===== config.mk =====
export PLATFORM = sky130hd
export DESIGN_NAME = tdes_sequencer
export DESIGN_NICKNAME = d
export VERILOG_FILES = /design/src/rtl/tdes_pkg.sv /design/src/rtl/tdes_stage_select.sv /design/src/rtl/tdes_sequencer.sv
export SDC_FILE = /design/constraint.sdc
export NUM_CORES = 1
export LEC_CHECK = 0
export ABC_CLOCK_PERIOD_IN_PS = 2800
export BUFFER_PORTS_ARGS = -buffer_cell sky130_fd_sc_hd__buf_4
export CORE_MARGIN = 2
export CORE_UTILIZATION = 54
export CTS_CLUSTER_SIZE = 28
export DETAILED_ROUTE_END_ITERATION = 16
export HOLD_SLACK_MARGIN = 0.03
export PLACE_DENSITY = 0.85
export SYNTH_ARGS = -nofsm -noshare
export SYNTH_HDL_FRONTEND = slang
export SYNTH_SLANG_ARGS = --single-unit

===== constraint.sdc =====
create_clock -name HCLK -period 2.8 [get_ports HCLK]
set_clock_uncertainty 0.15 [all_clocks]
set_input_delay 0.28 -clock HCLK [delete_from_list [all_inputs] [get_ports HCLK]]
set_output_delay 0.28 -clock HCLK [all_outputs]
set_load 0.02 [all_outputs]

===== src/rtl/tdes_pkg.sv =====
// rtl/tdes_pkg.sv - shared types and constants for the Triple-DES sequencer
package tdes_pkg;

  typedef enum logic [2:0] {
    ST_IDLE,
    ST_LOAD,
    ST_ROUND,
    ST_STAGE_END,
    ST_HOLD
  } tdes_state_t;

  typedef logic [1:0] tdes_stage_t;

  localparam int ROUNDS_PER_STAGE = 16;
  localparam int NUM_STAGES       = 3;
  // Acceptance edge to first res_valid cycle: LOAD plus (rounds + stage end) per stage
  localparam int TDES_LATENCY     = 1 + NUM_STAGES * (ROUNDS_PER_STAGE + 1);

  localparam logic [3:0]  LAST_ROUND = 4'(ROUNDS_PER_STAGE - 1);
  localparam tdes_stage_t LAST_STAGE = 2'(NUM_STAGES - 1);

endpackage


===== src/rtl/tdes_stage_select.sv =====
// rtl/tdes_stage_select.sv - maps stage and direction to stage key and subkey order
// TDES_KEYOPT2_EN: two-key 3DES, key1 stands in wherever key3 would be used.
module tdes_stage_select
  import tdes_pkg::*;
(
  input  tdes_stage_t stage,
  input  logic        encrypt,
  input  logic [63:0] key1,
  input  logic [63:0] key2,
`ifndef TDES_KEYOPT2_EN
  input  logic [63:0] key3,
`endif
  output logic [63:0] key,
  output logic        decrypt
);

  logic [63:0] key_outer;

`ifdef TDES_KEYOPT2_EN
  assign key_outer = key1;
`else
  assign key_outer = key3;
`endif

  // Encrypt runs E(k1) D(k2) E(k3); decrypt undoes it as D(k3) E(k2) D(k1)
  always_comb begin
    key     = '0;
    decrypt = 1'b0;
    case (stage)
      2'd0: begin
        key     = encrypt ? key1 : key_outer;
        decrypt = ~encrypt;
      end
      2'd1: begin
        key     = key2;
        decrypt = encrypt;
      end
      2'd2: begin
        key     = encrypt ? key_outer : key1;
        decrypt = ~encrypt;
      end
      default: begin
        key     = '0;
        decrypt = 1'b0;
      end
    endcase
  end

endmodule


===== src/rtl/tdes_sequencer.sv =====
// rtl/tdes_sequencer.sv - drives a single-round DES datapath through three 16-round stages
// TDES_KEYOPT2_EN: key3 is neither latched nor used (two-key 3DES).
module tdes_sequencer
  import tdes_pkg::*;
(
  input  logic        HCLK,
  input  logic        HRESET,
  input  logic        cfg_encrypt,
  input  logic [63:0] key1,
  input  logic [63:0] key2,
  input  logic [63:0] key3,
  input  logic        blk_valid,
  output logic        blk_ready,
  input  logic        res_ready,
  output logic        res_valid,
  output logic        busy,
  output logic        dp_load,
  output logic        dp_round,
  output logic [3:0]  dp_round_idx,
  output logic        dp_decrypt,
  output logic        dp_stage_end,
  output logic [63:0] dp_key
);

  tdes_state_t state_q, state_d;
  logic [3:0]  round_q;
  tdes_stage_t stage_q;
  logic        enc_q;
  logic [63:0] key1_q, key2_q;
  logic [63:0] sel_key;
  logic        sel_decrypt;

  always_ff @(posedge HCLK or negedge HRESET) begin
    if (!HRESET) state_q <= ST_IDLE;
    else         state_q <= state_d;
  end

  always_comb begin
    state_d = state_q;
    case (state_q)
      ST_IDLE:      if (blk_valid) state_d = ST_LOAD;
      ST_LOAD:      state_d = ST_ROUND;
      ST_ROUND:     if (round_q == LAST_ROUND) state_d = ST_STAGE_END;
      ST_STAGE_END: begin
        if (stage_q < LAST_STAGE)       state_d = ST_ROUND;
        else if (stage_q == LAST_STAGE) state_d = ST_HOLD;
        else                            state_d = ST_IDLE;
      end
      ST_HOLD:      if (res_ready) state_d = ST_IDLE;
      default:      state_d = ST_IDLE;
    endcase
  end

  // Configuration is captured only at acceptance so the block in flight is immune to later changes
  always_ff @(posedge HCLK or negedge HRESET) begin
    if (!HRESET) begin
      round_q <= '0;
      stage_q <= '0;
      enc_q   <= 1'b0;
      key1_q  <= '0;
      key2_q  <= '0;
    end else begin
      case (state_q)
        ST_IDLE: if (blk_valid) begin
          round_q <= '0;
          stage_q <= '0;
          enc_q   <= cfg_encrypt;
          key1_q  <= key1;
          key2_q  <= key2;
        end
        ST_ROUND:     round_q <= round_q + 4'd1;
        ST_STAGE_END: if (stage_q < LAST_STAGE) stage_q <= stage_q + 2'd1;
        default: ;
      endcase
    end
  end

`ifndef TDES_KEYOPT2_EN
  logic [63:0] key3_q;

  always_ff @(posedge HCLK or negedge HRESET) begin
    if (!HRESET)                            key3_q <= '0;
    else if (state_q == ST_IDLE && blk_valid) key3_q <= key3;
  end
`endif

  tdes_stage_select u_stage_select (
    .stage   (stage_q),
    .encrypt (enc_q),
    .key1    (key1_q),
    .key2    (key2_q),
`ifndef TDES_KEYOPT2_EN
    .key3    (key3_q),
`endif
    .key     (sel_key),
    .decrypt (sel_decrypt)
  );

  always_comb begin
    blk_ready    = 1'b0;
    res_valid    = 1'b0;
    busy         = 1'b1;
    dp_load      = 1'b0;
    dp_round     = 1'b0;
    dp_round_idx = '0;
    dp_stage_end = 1'b0;
    dp_key       = sel_key;
    dp_decrypt   = sel_decrypt;
    case (state_q)
      ST_IDLE: begin
        blk_ready  = 1'b1;
        busy       = 1'b0;
        dp_key     = '0;
        dp_decrypt = 1'b0;
      end
      ST_LOAD:      dp_load = 1'b1;
      ST_ROUND: begin
        dp_round     = 1'b1;
        dp_round_idx = round_q;
      end
      ST_STAGE_END: dp_stage_end = 1'b1;
      ST_HOLD:      res_valid = 1'b1;
      default: ;
    endcase
  end

endmodule


==> impl_results.md <==
* Metal1 wirelength at 13,200 microns
* Detailed route wirelength on metal2 at 18,500 microns
* Longest Clk Path Bufs at 3
* TNS Setup at 0 ns
* Final std cells w/o fill at 1,508
* CTS buffer count at 23
* Min Tclk post-route at 2.79 ns
* Layout cells sized above 1 at 0.539
* Yosys warns at 0
* Final ANT Viol Nets at 0
* Sequential fraction of the synthesis area at 0.476
* Final nets at 1,424
* Period Utilization, post-route at 0.995
* Syn Area/Cell at 13.9 sq um
* Worst endpoint required time at about 2.4 ns
* Fin area at 0.0158 sq mm
* Slew HR at 0.477
* Fin util at 0.814
* Slew Viols, Final at 0
* Initial drt markers at 737
* Fill cell count at 1,007
* Final setup fails at 0
* Top layer in use: met4
* Root buf cell: clkbuf_16
* Post-Syn Instances at 766
* Most area-hungry cell type in the Yosys netlist: dfrtp_1
* Synthesized area at 0.0106 sq mm
* PD cells at 1260 mW/mm^2
* Post-DP Area at 0.0129 sq mm
* Peak VDD IR at 0.000828 V
* Slowest CP cell: a222oi_1
* Status: finished, final reports clean
* Library cells used by synthesis at 28
* RSZ-0062 raised after global routing: true
* Core Area at 0.0194 sq mm
* CTS tree: built
* CTS H-Tree Depth at 1
* Crit end category: output pin
* DP Cell Count at 1,260
* Initial Util at 0.547
* Pre-antenna DRT Iters at 9
* CTS sink count at 202
* Clk_lat worst skew at 0.50 ns
* Crit path buf inv count at 2
* Reg clk slew, reported paths at 0.06 ns
* DRC at 0
* Post-DP HPWL at 17,800 microns
* Cell Chain, Critical Path: buf_4 > mux2_2 > a222oi_1 > nor2_1 > buf_4
* GRT Overall Usage at 0.341
* Hold WC Path Type: input pin to flip-flop
* Vias in the first global route at 9,824
* CP Launch Type: flip-flop
* Leakage at 7.43 nW
* Routed vias/inst at 5.95
* Avg WL per Cell at 24.0 microns
* WP data arrival at 2.36 ns
* Area Overhead vs Synth at 48.7%
* Largest net degree at the start of global routing at 67
* Final WS setup at 0.0144 ns
* Die height at ~140 microns
* MaxCap Viol Count at 0
* Standard-cell rows at 51
* CP max FO at 7
* Top cell by count, worst path: buf_4
* Area share of the largest cell type after synthesis at 0.476
* Via count at 8,976
* Post-Route WL at 36,200 microns
* First-pass GRT wire length at ~54,000 microns
* Die width at 144 microns
* Final total power at slightly below 20 mW
* RePlAce Congestion at 0.784
* Setup Crit Path Kind: flip-flop to output pin
* DR WL met3 at 2610 microns
* Remaining Overflow, GRT at 0
* Port Buffers at around 270
* Die ar. at 0.0208 sq mm
* Post-synth net total at 968
* Largest cells by area after synthesis: dfrtp_1 48%, mux2_2 23%, mux2_4 14%
* Fmax at 359 MHz
* Crit path largest cell delay at 0.55 ns
* WHS at 0.0889 ns
* Count of final hold-check violations at 0
* Io pins at 272
* Place WS at between 0.3 and 0.4 ns
* Seq cells post-synth at 202
* CP top delay family: compound AO/OA/AOI/OAI gates
* Initial antenna violation count at 3
* Worst-Margin Slew at 0.784 ns
## cells by family after synthesis
logic type	share of synthesized area
muxes	0.376
DFF	0.476
and+or+nand+nor	0.0365
AOI/OAI and AO/OA	0.0671
buffers and inverters	0.0378
adders and majority gates	0.00589
xor gates and xnor gates	0.000825
## cells in the final DEF, fill, tap and decap left out, types with 2 or more instances in the layout
| cell | instances |
|---|---|
| and2_1 | 5 |
| a21oi_1 | 2 |
| nor3_1 | 5 |
| inv_1 | 5 |
| mux2_1 | 4 |
| ha_2 | 3 |
| dfrtp_1 | 199 |
| buf_12 | 11 |
| o21ai_0 | 2 |
| clkbuf_1 | 3 |
| dlygate4sd3_1 | 195 |
| nand2_1 | 4 |
| a22o_1 | 2 |
| a222oi_1 | 64 |
| mux2_4 | 101 |
| nand3_1 | 4 |
| nor2b_1 | 2 |
| dfrtp_2 | 2 |
| diode_2 | 5 |
| ha_1 | 2 |
| clkbuf_16 | 24 |
| bufinv_16 | 3 |
| buf_8 | 2 |
| nor2_1 | 67 |
| mux2_2 | 216 |
| clkinv_2 | 6 |
| clkbuf_8 | 5 |
| buf_4 | 287 |
## synthesized netlist by cell type
library cell	count
buf_6	14
o311ai_0	1
a222oi_1	64
nor3_1	5
mux2_4	100
a21oi_1	2
or3b_2	1
nor2b_1	2
inv_1	5
nor3b_1	1
nand3_1	4
mux2_1	4
o41ai_1	1
and2_1	5
buf_2	21
ha_1	5
a22o_1	2
mux2_2	217
o21a_1	1
nand2_1	4
xor2_1	1
nor2_1	67
a41oi_1	1
or2_2	1
o21ai_0	2
or4b_1	1
clkbuf_1	32
dfrtp_1	202
## metal layers
layer	GRT usage	up-vias
met5	0	-
met4	0.179	0
met3	0.0646	146
met2	0.603	541
met1	0.395	4477
li1	-	3812
## path summary, 6_finish.rpt
check                            from  depth (start not counted)    endpoint  slack, ns
setup / recovery                enc_q                          5  dp_key[41]       0.01
hold / removal              blk_valid                          4  state_q[0]       0.09
setup reg to reg           state_q[2]                          3  key3_q[56]       0.41
hold reg to reg             key2_q[5]                          1   key2_q[5]       0.36
max in group asynchronous      HRESET                          3  key1_q[49]       1.59
min in group asynchronous      HRESET                          2   key1_q[7]       0.19
## flip-flops by register name, indices dropped and copies added, names as in the netlist
| name | count |
|---|---|
| enc_q | 1 |
| key1_q | 64 |
| key2_q | 64 |
| key3_q | 64 |
| round_q | 4 |
| stage_q | 2 |
| state_q | 3 |
## timing repair
| item | CTS | global route |
|---|---|---|
| gates resized for setup | 0 | 12 |
| hold buffers | 195 | 0 |
| endpoints found under the hold margin | 255 | 0 |
| gates cloned | 0 | 1 |
| setup buffers | 2 | 5 |
| pin swaps | 0 | 5 |
| setup endpoints to repair | 50 | 36 |
## area by class of cell
| cell class | instances | area, sq um | area share |
|---|---|---|---|
| Antenna cell | 5 | 12.5 | 0.000793 |
| Clock buffer | 30 | 642 | 0.0407 |
| Clock inverter | 11 | 138 | 0.00872 |
| Inverter | 5 | 18.8 | 0.00119 |
| Multi-Input combinational cell | 492 | 5180 | 0.328 |
| Sequential cell | 202 | 5060 | 0.321 |
| Tap cell | 265 | 332 | 0.0210 |
| Timing Repair Buffer | 498 | 4410 | 0.279 |
## worst register-to-register path, delay by kind of cell (launching register included)
kind / cells / cell delay (ns)
and+or+nand+nor: 1 / 0.88
DFF: 1 / 0.48
muxes: 1 / 0.39
buffers and inverters: 1 / 0.37
## where the power goes
part	switching [mW]	internal (mW)
Clock	1.25	1.89
Sequential	1.31	4.43
Combinational	5.20	5.78
Total	7.75	12.1
Note: power is estimated with default switching activity, not from simulation.
